`src/rtl/decod_bcd_pkg.sv`:
```
`default_nettype none
// ============================================================================
//  Module   : decod_bcd_pkg
//  Purpose  : Shared constants and types for the BCD-to-binary decoder:
//             FSM state encoding, digit count, largest legal BCD digit,
//             digit-index width and the invalid-digit helper.
//  Revision : 1.0 - initial release
// ============================================================================
package decod_bcd_pkg;

    localparam int         NDIG    = 4;     // digits per conversion
    localparam logic [3:0] DIG_MAX = 4'd9;  // largest legal BCD digit
    localparam int         IDX_W   = 2;     // width of the digit index

    // REPOSO: idle, waiting for inicio. ACUM: one digit accumulated per clock.
    typedef enum logic [0:0] {
        REPOSO = 1'b0,
        ACUM   = 1'b1
    } estado_t;

    // True when a 4-bit code is not a decimal digit (10..15).
    function automatic logic digito_invalido(input logic [3:0] d);
        return (d > DIG_MAX);
    endfunction

endpackage : decod_bcd_pkg
`default_nettype wire

```
`src/rtl/decod_bcd_bin_mul10_suma.sv`:
```
`default_nettype none
// ============================================================================
//  Module   : mul10_suma
//  Purpose  : Combinational acc*10 + digit step of the decimal-to-binary
//             Horner evaluation. The multiply is built from two shifts and
//             an add so no multiplier is inferred. Result wraps modulo
//             2^ANCHO.
//  Ports    : i_acc [ANCHO] running value, i_dig [4] next digit,
//             o_res [ANCHO] i_acc*10 + i_dig
//  Revision : 1.0 - initial release
// ============================================================================
module mul10_suma #(
    parameter int ANCHO = 16
) (
    input  logic [ANCHO-1:0] i_acc,
    input  logic [3:0]       i_dig,
    output logic [ANCHO-1:0] o_res
);

    logic [ANCHO-1:0] w_x8;
    logic [ANCHO-1:0] w_x2;
    logic [ANCHO-1:0] w_dig_ext;

    assign w_x8      = i_acc << 3;
    assign w_x2      = i_acc << 1;
    assign w_dig_ext = {{(ANCHO-4){1'b0}}, i_dig};
    assign o_res     = w_x8 + w_x2 + w_dig_ext;

endmodule : mul10_suma
`default_nettype wire

```
`src/rtl/decod_bcd_bin.sv`:
```
`default_nettype none
// ============================================================================
//  Module   : decod_bcd_bin
//  Purpose  : Sequential BCD-to-binary decoder. Four BCD digits are latched
//             on an accepted inicio, then folded in one per clock as
//             acc = acc*10 + digit (thousands first). The result appears on
//             numero with a one-cycle listo pulse four clocks after the
//             start edge, and is held until the next result.
//  Ports    : clk, rst (sync, active-high)
//             inicio                 start request, sampled only when idle
//             miles/centenas/decenas/unidades [4]  BCD digits
//             numero [ANCHO]         binary result (held)
//             listo                  one-cycle result-valid pulse
//             ocupado                conversion in progress
//             error                  invalid digit seen in last conversion
//  Options  : DECOD_BCD_ERROR_EN - when defined, any digit >9 flags error
//             and forces numero to 0; otherwise error is tied low and
//             digits 10..15 are weighted arithmetically.
//  Revision : 1.0 - initial release
// ============================================================================
module decod_bcd_bin
    import decod_bcd_pkg::*;
#(
    parameter int ANCHO = 16
) (
    input  logic             clk,
    input  logic             rst,
    input  logic             inicio,
    input  logic [3:0]       miles,
    input  logic [3:0]       centenas,
    input  logic [3:0]       decenas,
    input  logic [3:0]       unidades,
    output logic [ANCHO-1:0] numero,
    output logic             listo,
    output logic             ocupado,
    output logic             error
);

    estado_t            r_estado;
    logic [4*NDIG-1:0]  r_digs;     // {miles, centenas, decenas, unidades}
    logic [ANCHO-1:0]   r_acc;
    logic [IDX_W-1:0]   r_idx;
    logic [ANCHO-1:0]   r_numero;
    logic               r_listo;
    logic               r_ocupado;

    logic [3:0]         w_dig;
    logic [ANCHO-1:0]   w_sig;
    logic               w_ultimo;

    // Digit selected for the current ACUM step; index 0 is the most
    // significant digit so the Horner fold runs thousands -> units.
    always_comb begin
        w_dig = 4'd0;
        case (r_idx)
            2'd0:    w_dig = r_digs[15:12];
            2'd1:    w_dig = r_digs[11:8];
            2'd2:    w_dig = r_digs[7:4];
            default: w_dig = r_digs[3:0];
        endcase
    end

    assign w_ultimo = (r_idx == IDX_W'(NDIG-1));

    mul10_suma #(
        .ANCHO (ANCHO)
    ) u_mul10_suma (
        .i_acc (r_acc),
        .i_dig (w_dig),
        .o_res (w_sig)
    );

`ifdef DECOD_BCD_ERROR_EN
    logic r_err_acc;    // sticky over the ACUM cycles of this conversion
    logic r_error;
    logic w_dig_bad;
    logic w_err_fin;

    assign w_dig_bad = digito_invalido(w_dig);
    assign w_err_fin = r_err_acc | w_dig_bad;
    assign error     = r_error;
`else
    assign error     = 1'b0;
`endif

    always_ff @(posedge clk) begin
        if (rst) begin
            r_estado  <= REPOSO;
            r_digs    <= '0;
            r_acc     <= '0;
            r_idx     <= '0;
            r_numero  <= '0;
            r_listo   <= 1'b0;
            r_ocupado <= 1'b0;
`ifdef DECOD_BCD_ERROR_EN
            r_err_acc <= 1'b0;
            r_error   <= 1'b0;
`endif
        end else begin
            case (r_estado)
                REPOSO: begin
                    r_listo <= 1'b0;
                    if (inicio) begin
                        r_digs    <= {miles, centenas, decenas, unidades};
                        r_acc     <= '0;
                        r_idx     <= '0;
                        r_ocupado <= 1'b1;
                        r_estado  <= ACUM;
`ifdef DECOD_BCD_ERROR_EN
                        r_err_acc <= 1'b0;
`endif
                    end
                end

                ACUM: begin
                    // inicio is deliberately not looked at here: a start
                    // request during a conversion is dropped, not queued.
                    r_acc <= w_sig;
                    r_idx <= r_idx + 1'b1;
`ifdef DECOD_BCD_ERROR_EN
                    r_err_acc <= w_err_fin;
`endif
                    if (w_ultimo) begin
`ifdef DECOD_BCD_ERROR_EN
                        r_error  <= w_err_fin;
                        r_numero <= w_err_fin ? '0 : w_sig;
`else
                        r_numero <= w_sig;
`endif
                        r_listo   <= 1'b1;
                        r_ocupado <= 1'b0;
                        r_estado  <= REPOSO;
                    end
                end

                default: r_estado <= REPOSO;
            endcase
        end
    end

    assign numero  = r_numero;
    assign listo   = r_listo;
    assign ocupado = r_ocupado;

endmodule : decod_bcd_bin
`default_nettype wire

```
`config.mk`:
```
export PLATFORM = sky130hd
export DESIGN_NAME = decod_bcd_bin
export DESIGN_NICKNAME = d
export VERILOG_FILES = /design/src/rtl/decod_bcd_pkg.sv /design/src/rtl/decod_bcd_bin_mul10_suma.sv /design/src/rtl/decod_bcd_bin.sv
export SDC_FILE = /design/constraint.sdc
export NUM_CORES = 1
export LEC_CHECK = 0
export BUFFER_PORTS_ARGS = -buffer_cell sky130_fd_sc_hd__buf_2
export CORE_MARGIN = 2
export CORE_UTILIZATION = 45
export CTS_BUF_LIST = sky130_fd_sc_hd__clkbuf_4
export DETAILED_ROUTE_END_ITERATION = 12
export GPL_TIMING_DRIVEN = 0
export PLACE_DENSITY = 0.62
export SLEW_MARGIN = 20
export SYNTH_ARGS = -nofsm -noshare
export SYNTH_HDL_FRONTEND = slang
export SYNTH_SLANG_ARGS = --single-unit
```
`constraint.sdc`:
```
create_clock -name clk -period 4.97 [get_ports clk]
set_clock_uncertainty 0.1 [all_clocks]
set_input_delay 0.994 -clock clk [delete_from_list [all_inputs] [get_ports clk]]
set_output_delay 0.994 -clock clk [all_outputs]
set_load 0.02 [all_outputs]
```
## Yosys cells after proc, flatten, opt, wreduce, memory -nomap -nowiden

Index checks and enable logic that the tools add are counted.

- Bitwise gates (word level): 1
- Muxes and demuxes: 13
- Reduce and logical (&&, ||, !) cells: 4
- Equal/unequal tests: 5
- Add/subtract/negate cells: 3

Operators with widths:

| cell | number |
|---|---|
| $pmux W15 S2 | 1 |
| $add A16 B16 Y16 | 1 |
| $add A16 B4 Y16 | 1 |
| $mux W15 | 1 |
| $pmux W4 S3 | 1 |
| $pmux W1 S2 | 3 |
| $reduce_and A2 Y1 | 3 |
| $mux W1 | 5 |
| $eq A2 B2 Y1 const B | 2 |
| $pmux W2 S2 | 1 |
| $add A2 B1 Y2 const B | 1 |
| $eq A2 B1 Y1 const B | 1 |
| $logic_not A2 Y1 | 1 |
| $mux W2 | 1 |
| $ne A2 B1 Y1 const B | 1 |
| $ne A2 B2 Y1 const B | 1 |
| $not A1 Y1 | 1 |

- Input bits: 19
- Flip-flop bits (word level): 52
- Output and inout bits: 19

## Depth between registers and ports, before layout

Gate-level depths: netlist of run 1.

- Word-level depth: 4
- Mapped depth: 14

## By module

A second synthesis of run 1 with hierarchy kept.

- Cell total of the unflattened synthesis: 328
- Area, all modules: 2907.8 µm²

By module, submodules not included:

| module | instances | area each (µm²) | seq. area each (µm²) | cells an instance |
|---|---|---|---|---|
| decod_bcd_bin | 1 | 2014.4 | 1061.0 | 216 |
| mul10_suma | 1 | 893.4 | 0.0 | 112 |

## Worst setup path after synthesis of run 1

No wires, ideal clock.

- Kind: register -> register
- Start: register r_idx[0]
- End: register r_numero[15], in the netlist numero[15]
- Cell stages (with the launch flop): 15
- Path buffers: 0
- Clock period less this slack: 3.497 ns
- Setup slack: 1.473 ns
- Data required time: 4.748 ns
- Data arrival time: 3.275 ns
- Cells stage by stage: dfxtp_1 > inv_1 > ha_1 > a222oi_1 > nand2_1 > o21ai_0 > fa_1 > inv_1 > ha_1 > a21o_1 > nand4_1 > nand3_1 > a31o_2 > a311o_2 > a221o_1

- Cells in the longest elaborated chain, start to end: 3

RTL lines:

| item | line | text |
|---|---|---|
| start: declaration | decod_bcd_bin.sv:42 | `logic [IDX_W-1:0] r_idx;` |
| start signal: assignment | decod_bcd_bin.sv:119 | `r_idx <= r_idx + 1'b1;` |
| $eq A2 B2 Y1, or another cell as far along | decod_bcd_bin.sv:55 | `case (r_idx)` |
| $pmux W4 S3 | decod_bcd_bin.sv:55 |  |
| $add A16 B4 Y16 | decod_bcd_bin_mul10_suma.sv:27 | `assign o_res = w_x8 + w_x2 + w_dig_ext;` |
| end signal: assignment | decod_bcd_bin.sv:128 | `r_numero <= w_sig;` |
| end: declaration | decod_bcd_bin.sv:43 | `logic [ANCHO-1:0] r_numero;` |

Several ways; a longest one is shown, not always the timed one.
A chain may end at the register's enable or synchronous reset.

## Worst setup path in the final report of run 1

Same ends and word-level chain as after synthesis.

==> results.py, run 1 <==
metrics = {
    "grt": {
        "overflow": 0,
        "grt_pass1_vias": 2328,
        "grt_pass1_wl_um": 11600,
        "antenna_found_initial": 0,
        "track_usage_pct": 20.7,
        "grt_max_degree": 19,
    },
    "status": {
        "status": "finished clean",
    },
    "critical_path": {
        "slowest_delay_ns": 0.52,
        "slowest_stage": "fa_1",
        "required_ns": 5.19,
        "cp_top_family": "compound AO/OA/AOI/OAI gates",
        "crit_type": "flop to flop",
        "endpoint_kind": "flop",
        "critPathMaxFanout": 7,
        "startpoint_type": "flop",
        "cp.buffers_inverters": 2,
        "critPathArrivalTime_ns": 4.13,
        "path_cells": "inv_1 > ha_1 > a222oi_1 > nand2_1 > o21ai_0 > fa_1 > inv_1 > ha_1 > a21o_1 > nand4_1 > nand3_1 > a31o_2 > a311o_2 > a221o_1",
    },
    "logic_synthesis": {
        "netlist_area_um2": 2830,
        "syn_inst": 334,
        "ys_seq_area_share_pct": 36.8,
        "synth_ff_type": "dfxtp_1",
        "synth-seq-cells": 52,
        "synth_cell_types": 50,
        "syn_nets": 385,
        "avgSynthCellArea_um2": 8.46,
        "synth_edf_count": 0,
        "async_flop_share_pct": 0,
        "yosysWarningCount": 0,
    },
    "drt": {
        "drtIter0Drc": 174,
        "ant_nets": 0,
        "routedWlPerCell_um": 15.5,
        "routed_wl_um": 7000,
        "vias": 2511,
        "viasPerCell": 5.56,
        "post-route-drc-count": 0,
        "dr.pass1.iters": 4,
    },
    "clock_tree": {
        "hold_buffers": 0,
        "root_buffer": "clkbuf_4",
        "ctsHtreeMaxLevel": 2,
        "insertion_delay_ns": 0.40,
        "cts_resized": 0,
        "cts_sinks": 52,
        "cts_setup_buffers": 0,
        "cts_tree": "built",
        "cts_buffers": 5,
        "cts_buffer_depth": 2,
        "clk_pin_slew_ns": 0.18,
    },
    "final_layout": {
        "diodes": 0,
        "nNetsFinal": 427,
        "fill_cells": 582,
        "drive_gt1_share_pct": 13.3,
        "area_delta_synth_final_pct": 11.8,
    },
    "timing": {
        "relSlewSlack_pct": 45.0,
        "slew_violations": 0,
        "tightest_slew_ns": 0.818,
        "rsz0062_at_grt": "no",
        "fmax_mhz": 256,
        "fin_crit_ns": 3.91,
        "hold_viol": 0,
        "fin_crit_sh_pct": 78.7,
        "hold_slack_ns": 0.361,
        "fin_tns_setup_ns": 0,
        "layout_setup_ws_ns": 1.06,
        "final-setup-viol-count": 0,
    },
    "die": {
        "die_w_um": 83.2,
        "die-height_um": 83.2,
        "die_area_um2": 6930,
        "start_util_pct": 47.2,
        "fp.coreArea_um2": 5990,
        "ios": 38,
        "rows": 28,
    },
    "pwr": {
        "power_density_nw_per_um2": 230,
        "p_leak_nw": 1.48,
        "peakVddDrop_mv": 0.176,
    },
    "placed_design": {
        "place_ws_ns": 1.10,
        "dp_hpwl_um": 5170,
        "port_buffers": 35,
        "place_congestion": 0.858,
    },
    "hold_path": {
        "hp-class": "flop to flop",
    },
    "flow_run": {
        "drv_cap": 0,
    },
}
-- tightest hold or removal path, cell delays in order, from the launching register on --
cell,delay [ns]
dfxtp_1,0.34
nand2_1,0.05
a21oi_1,0.05
-- state kept, by name, indices dropped and copies added (netlist names) --
name / flops
numero: 16
r_digs: 16
r_acc: 15
r_idx: 2
listo: 1
ocupado: 1
r_estado: 1
-- final timing paths --
kind	endpoint	cells after the start	slack [ns]	from
setup reg to reg	numero[15]	14	1.06	r_idx[0]
setup / recovery	numero[15]	14	1.06	r_idx[0]
hold reg to reg	numero[9]	2	0.36	numero[9]
hold / removal	numero[9]	2	0.36	numero[9]
-- cell usage in the layout (no fill, tap or decap), drive strengths merged, types with 4 or more instances in the layout --
cell type,Yosys,final
a21o,5,5
a21oi,41,41
a222oi,4,4
a22o,6,6
buf,5,40
clkbuf,15,20
dfxtp,52,52
ha,30,30
inv,12,13
nand2,62,62
nand3,10,10
nor2,15,15
nor3,4,4
o21ai,10,10
xnor2,8,8
-- power by group --
| group | switching (W) | leakage, nW | total, W | internal (W) |
|---|---|---|---|---|
| Sequential | 0.00000813 | 0.422 | 0.000437 | 0.000429 |
| Combinational | 0.0000460 | 1.02 | 0.0000726 | 0.0000266 |
| Clock | 0.000159 | 0.0333 | 0.000218 | 0.0000598 |
| Total | 0.000213 | 1.48 | 0.000728 | 0.000515 |
-- metal layers --
| layer | up-vias | global-route usage, % | wire length (um) |
|---|---|---|---|
| met5 | - | 0 | 0 |
| met4 | 0 | 6.56 | 140 |
| met3 | 12 | 3.18 | 389 |
| met2 | 64 | 29.8 | 2950 |
| met1 | 1165 | 31.2 | 3520 |
| li1 | 1270 | - | - |
-- cell usage after synthesis (all sizes together), types with 3 or more instances --
master | instances | area share [%]
nand2 | 62 | 8.2
dfxtp | 52 | 37
a21oi | 41 | 7.4
ha | 30 | 13
clkbuf | 15 | 2.0
nor2 | 15 | 2.0
inv | 12 | 1.6
nand3 | 10 | 1.8
o21ai | 10 | 1.8
xnor2 | 8 | 2.5
a22o | 6 | 1.9
a21o | 5 | 1.3
buf | 5 | 1.1
a222oi | 4 | 1.4
nor3 | 4 | 0.71
a31oi | 3 | 0.66
and2 | 3 | 0.66
and3 | 3 | 0.71
nand2b | 3 | 0.66
o2111a | 3 | 1.2
o21a | 3 | 0.80
or4 | 3 | 0.80
xor2 | 3 | 0.93
-- per-stage QoR --
step	instances	util (%)	instance area, um2	total power, W
finish	452	52.7	3160	0.000728
floorplan	334	-	2830	0.000492
detailed placement	444	51.7	3090	0.000518
global placement	444	51.7	3090	0.000517
CTS	452	52.7	3160	0.000732
global route	452	52.7	3160	0.000756
-- cells by family (layout without fill, tap and decap cells) --
logic type	count (synthesis)	count (layout)	synth area share, %
buf+inv	32	75	4.65
other cells	1	1	0.133
simple gates	115	115	18.7
xor+xnor	11	11	3.41
flops	52	52	36.8
compound gates	91	91	21.5
fa+ha+maj	32	32	14.7
-- cell type report --
cell class	instances	area [um2]	share of cell area [%]
Buffer	20	86.3	2.73
Clock buffer	5	37.5	1.19
Clock inverter	3	27.5	0.871
Inverter	12	45.0	1.43
Multi-Input combinational cell	250	1650	52.3
Sequential cell	52	1040	33.0
Tap cell	75	93.8	2.97
Timing Repair Buffer	35	175	5.54
Power figures use the tool's default switching activity.
==> inputs of run 2 (changes only) <==
--- a/config.mk
+++ b/config.mk
@@ -11,7 +11,7 @@
 export CTS_BUF_LIST = sky130_fd_sc_hd__clkbuf_4
 export DETAILED_ROUTE_END_ITERATION = 12
 export GPL_TIMING_DRIVEN = 0
-export PLACE_DENSITY = 0.62
+export PLACE_DENSITY = 0.64
 export SLEW_MARGIN = 20
 export SYNTH_ARGS = -nofsm -noshare
 export SYNTH_HDL_FRONTEND = slang
==> constraint.sdc (replaced) <==
create_clock -name clk -period 3.5 [get_ports clk]
set_clock_uncertainty 0.1 [all_clocks]
set_input_delay 0.7 -clock clk [delete_from_list [all_inputs] [get_ports clk]]
set_output_delay 0.7 -clock clk [all_outputs]
set_load 0.02 [all_outputs]
==> run 2 against run 1 <==
Register-to-register slack worse by 0.93 ns; sequential power up 42%; global-route usage down 0.10 points; critical endpoint unchanged; setup slack worse by 0.93 ns; clock-buffer cell count up 1; total power up 51%; die area unchanged; sequential share of layout area down 1.2 points.
==> results.py, run 2 (synthesis gave the netlist of run 1 again) <==
metrics = {
    "flow_run": {
        "drv_cap": 0,
    },
    "clock_tree": {
        "cts_tree": "built",
        "insertion_delay_ns": 0.38,
        "cts_buffers": 5,
        "cts_sinks": 52,
        "cts_buffer_depth": 2,
        "clk_pin_slew_ns": 0.16,
        "ctsHtreeMaxLevel": 2,
        "root_buffer": "clkbuf_4",
    },
    "drt": {
        "dr.pass1.iters": 4,
        "routedWlPerCell_um": 15.6,
        "viasPerCell": 5.54,
        "drtIter0Drc": 158,
        "vias": 2526,
        "routed_wl_um": 7110,
        "ant_nets": 0,
        "post-route-drc-count": 0,
    },
    "critical_path": {
        "cp_top_family": "compound AO/OA/AOI/OAI gates",
        "required_ns": 3.69,
        "rr_startpoint": "r_idx[1]",
        "r2r_end": "numero[15]",
        "slowest_stage": "fa_1",
        "worstRegToRegCells": 14,
        "slowest_delay_ns": 0.44,
        "path_cells": "inv_4 > ha_4 > a222oi_1 > nand2_1 > o21ai_2 > fa_1 > inv_1 > ha_1 > a21o_1 > nand4_1 > nand3_2 > a31o_4 > a311o_2 > a221o_1",
        "startpoint_type": "flop",
        "ff2ff_setup_slack_ns": 0.13,
        "cp.buffers_inverters": 2,
        "endpoint_kind": "flop",
        "crit_type": "flop to flop",
        "critPathMaxFanout": 4,
        "critPathArrivalTime_ns": 3.56,
    },
    "die": {
        "fp.coreArea_um2": 5990,
        "die_area_um2": 6930,
        "rows": 28,
        "ios": 38,
        "start_util_pct": 47.2,
        "die_w_um": 83.2,
        "die-height_um": 83.2,
    },
    "timing": {
        "rsz0062_at_grt": "yes",
        "fin_crit_sh_pct": 96.3,
        "tightest_slew_ns": 0.854,
        "hold_viol": 0,
        "relSlewSlack_pct": 42.6,
        "fin_crit_ns": 3.37,
        "slew_violations": 0,
        "final-setup-viol-count": 0,
        "fin_tns_setup_ns": 0,
        "fmax_mhz": 297,
        "layout_setup_ws_ns": 0.130,
    },
    "grt": {
        "grt_max_degree": 17,
        "grt_pass1_wl_um": 11500,
        "overflow": 0,
        "antenna_found_initial": 0,
        "grt_pass1_vias": 2345,
        "track_usage_pct": 20.6,
    },
    "placed_design": {
        "place_ws_ns": -0.367,
        "port_buffers": 35,
        "dp_hpwl_um": 5220,
        "place_congestion": 0.851,
    },
    "pwr": {
        "p_leak_nw": 1.54,
        "power_density_nw_per_um2": 333,
        "peakVddDrop_mv": 0.168,
    },
    "final_layout": {
        "final_cell_mix": "nand2_1 (62), dfxtp_1 (50), a21oi_1 (39)",
        "nNetsFinal": 431,
        "diodes": 0,
        "drive_gt1_share_pct": 17.6,
        "area_delta_synth_final_pct": 16.6,
        "final_common_cell": "nand2_1",
    },
    "hold_path": {
        "hold_depth": 2,
        "hp-class": "flop to flop",
        "hold-path-endpoint": "numero[12]",
        "hold_path_startpoint": "numero[12]",
    },
    "status": {
        "status": "finished clean",
    },
}
[run 2: routing by layer]
metal	GRT usage (%)	vias to the layer above	share of wire (%)
li1	-	1286	-
met1	29.4	1179	50
met2	31.4	54	45
met3	3.58	7	3.8
met4	6.41	0	1.5
met5	0	-	0
[run 2: what timing repair did]
action	in CTS	in global routing
pin swaps	5	11
resized for setup	8	14
hold buffers	0	0
buffers inserted	3	1
setup endpoints to repair	12	11
cloned	0	0
[run 2: how the worst max path moves through the flow]
stage,start,to,cells after the start
floorplan,r_idx[0],numero[15],14
global placement,r_idx[0],numero[15],14
detailed placement,r_idx[0],numero[15],14
CTS,r_idx[0],numero[15],14
global route,r_idx[0],numero[15],14
finish,r_idx[1],numero[15],14
[run 2: through the flow]
step	instance area, um2	instances	util (%)	total power, W	hold slack, ns
after CTS	3220	455	53.8	0.00110	0.363
final	3290	456	55.0	0.00110	0.361
after floorplan	2830	334	-	0.000699	0.329
after global routing	3290	456	55.0	0.00115	0.388
after global placement	3090	444	51.7	0.000734	0.340
after detailed placement	3090	444	51.7	0.000736	0.343
[run 2: cell type report]
| type | instances | area (um2) |
|---|---|---|
| Tap cell | 75 | 93.8 |
| Clock inverter | 2 | 38.8 |
| Fill cell | 583 | 2700 |
| Multi-Input combinational cell | 250 | 1730 |
| Sequential cell | 52 | 1050 |
| Timing Repair Buffer | 39 | 205 |
| Inverter | 12 | 50.0 |
| Clock buffer | 6 | 45.0 |
| Buffer | 20 | 86.3 |
[run 2: power by group]
| group | internal (W) | total, W | switching [W] |
|---|---|---|---|
| clock network | 0.000162 | 0.000366 | 0.000204 |
| registers | 0.000608 | 0.000621 | 0.0000125 |
| logic | 0.0000429 | 0.000111 | 0.0000677 |
[run 2: worst reg2reg max path, delay by kind of cell (launching register included)]
family,cells,cell delay (ns)
AO/OA/AOI/OAI,6,1.47
adder cells (fa/ha/maj),3,0.83
flip-flops,1,0.42
AND/OR/NAND/NOR,3,0.35
buffers and inverters,2,0.12
==> inputs of run 3 (changes only) <==
--- a/config.mk
+++ b/config.mk
@@ -11,8 +11,9 @@
 export CTS_BUF_LIST = sky130_fd_sc_hd__clkbuf_4
 export DETAILED_ROUTE_END_ITERATION = 12
 export GPL_TIMING_DRIVEN = 0
-export PLACE_DENSITY = 0.64
+export PLACE_DENSITY = 0.62
 export SLEW_MARGIN = 20
 export SYNTH_ARGS = -nofsm -noshare
 export SYNTH_HDL_FRONTEND = slang
+export SYNTH_HIERARCHICAL = 1
 export SYNTH_SLANG_ARGS = --single-unit
==> constraint.sdc (replaced) <==
create_clock -name clk -period 4.2 [get_ports clk]
set_clock_uncertainty 0.1 [all_clocks]
set_input_delay 0.84 -clock clk [delete_from_list [all_inputs] [get_ports clk]]
set_output_delay 0.84 -clock clk [all_outputs]
set_load 0.02 [all_outputs]
==> run 3 against run 2 <==
Area after synthesis is 1.9% higher; sequential power is 17% lower; cell area is 2.5% lower; combinational power is 14% lower; largest power group unchanged; cell count is 2.2% lower.
==> results.py, run 3 <==
metrics = {
    "drt": {
        "drtIter0Drc": 125,
        "routedWlPerCell_um": 14.4,
        "dr.pass1.iters": 4,
        "viasPerCell": 5.30,
        "ant_nets": 0,
        "routed_wl_um": 6400,
        "post-route-drc-count": 0,
        "vias": 2363,
    },
    "clock_tree": {
        "hold_buffers": 0,
        "cts_buffers": 5,
        "cts_resized": 0,
        "cts_sinks": 52,
        "cts_buffer_depth": 2,
        "clk_pin_slew_ns": 0.16,
        "cts_tree": "built",
        "root_buffer": "clkbuf_4",
        "insertion_delay_ns": 0.38,
        "cts_setup_buffers": 0,
        "ctsHtreeMaxLevel": 2,
    },
    "final_layout": {
        "final_core_util_pct": 51.2,
        "area_delta_synth_final_pct": 11.6,
        "final_cell_mix": "nand2_1 (72), dfxtp_1 (52), a21oi_1 (42)",
        "final_common_cell": "nand2_1",
        "nNetsFinal": 419,
        "diodes": 0,
        "drive_gt1_share_pct": 18.7,
        "instances_no_fill": 446,
    },
    "flow_run": {
        "drv_cap": 0,
    },
    "pwr": {
        "p_sw_share_pct": 27.0,
        "p_switching_w": 0.000230,
        "p_leak_nw": 1.53,
        "peakVddDrop_mv": 0.204,
        "p_int_w": 0.000623,
        "power_density_nw_per_um2": 266,
        "pwr-share-clk_pct": 28.3,
        "p_seq_share_pct": 60.4,
        "combPwrFrac_pct": 11.3,
    },
    "placed_design": {
        "dp_hpwl_um": 4910,
        "port_buffers": 35,
        "dp_cells": 438,
        "place_congestion": 0.778,
    },
    "status": {
        "status": "finished clean",
    },
    "die": {
        "die_area_um2": 7050,
        "rows": 29,
        "die-height_um": 84.0,
        "ios": 38,
        "fp.coreArea_um2": 6280,
        "start_util_pct": 45.9,
        "die_w_um": 84.0,
    },
    "timing": {
        "slew_violations": 0,
        "fin_tns_setup_ns": 0,
        "tightest_slew_ns": 0.542,
        "hold_viol": 0,
        "fin_crit_ns": 3.75,
        "fin_crit_sh_pct": 89.3,
        "relSlewSlack_pct": 63.9,
        "rsz0062_at_grt": "no",
        "fmax_mhz": 267,
        "final-setup-viol-count": 0,
    },
    "logic_synthesis": {
        "syn_nets": 377,
        "yosysWarningCount": 6,
        "avgSynthCellArea_um2": 8.83,
        "syn_inst": 326,
        "netlist_area_um2": 2880,
    },
    "grt": {
        "overflow": 0,
        "track_usage_pct": 19.0,
        "grt_pass1_vias": 2230,
        "grt_pass1_wl_um": 10800,
        "grt_max_degree": 17,
        "antenna_found_initial": 0,
    },
    "hold_path": {
        "hp-class": "flop to flop",
    },
    "critical_path": {
        "crit_type": "flop to flop",
        "startpoint_type": "flop",
        "endpoint_kind": "flop",
        "critPathArrivalTime_ns": 3.98,
        "required_ns": 4.42,
        "critPathMaxFanout": 4,
    },
}
[run 3: cell types whose count changed in the layout (fill, tap and decap cells not counted), moves of 7 or more]
cell,delta
clkbuf_1,-15
a22o_1,+10
nand2_1,+10
buf_6,+8
inv_1,+7
nor2_1,-7
[run 3: final timing paths]
| check | slack (ns) | start | endpoint | depth (start not counted) |
|---|---|---|---|---|
| setup reg to reg | 0.45 | r_idx[0] | numero[14] | 15 |
| hold reg to reg | 0.36 | numero[6] | numero[6] | 2 |
| setup / recovery | 0.45 | r_idx[0] | numero[14] | 15 |
| hold / removal | 0.36 | numero[6] | numero[6] | 2 |
[run 3: area by class of cell]
cell class                      instances  area [um2]
Fill cell                             615        3070
Multi-Input combinational cell        237        1610
Sequential cell                        52        1040
Timing Repair Buffer                   35         175
Buffer                                 19         163
Tap cell                               77        96.3
Inverter                               18        67.6
Clock buffer                            6        45.0
Clock inverter                          2        16.3
[run 3: worst max-delay path, stage by stage, from the launching register on]
cell and delay (ns):
dfxtp_1 0.42, inv_1 0.10, ha_1 0.26, a222oi_1 0.48, mux2i_1 0.15, ha_1 0.30
ha_1 0.16, inv_1 0.05, fa_1 0.40, nor2b_1 0.17, o211a_1 0.18, o221a_2 0.23
o311ai_1 0.11, a41oi_1 0.36, nand2_1 0.10, a21oi_1 0.13
[run 3: layer usage]
layer,vias up,GRT usage (%),wire length [um]
met1,1103,25.3,3120
met5,-,0,0
met2,50,31.6,2980
li1,1205,-,-
met3,5,3.66,240
met4,0,4.84,58
[run 3: stage by stage]
stage	total power (W)	instance area, um2	setup WS [ns]	hold WS, ns
finish	0.000853	3210	0.448	0.361
global route	0.000897	3210	0.164	0.376
CTS	0.000865	3210	0.472	0.366
detailed placement	0.000623	3150	0.534	0.346
global placement	0.000621	3150	0.555	0.341
floorplan	0.000594	2880	1.01	0.336
[run 3: power by group through the flow]
stage                     Sequential, W  Clock (W)  Combinational, W
final                          0.000516   0.000242         0.0000960
after global routing           0.000517   0.000270          0.000110
after CTS                      0.000516   0.000252         0.0000969
after detailed placement       0.000526          0         0.0000967
after global placement         0.000526          0         0.0000955
after floorplan                0.000525          0         0.0000698
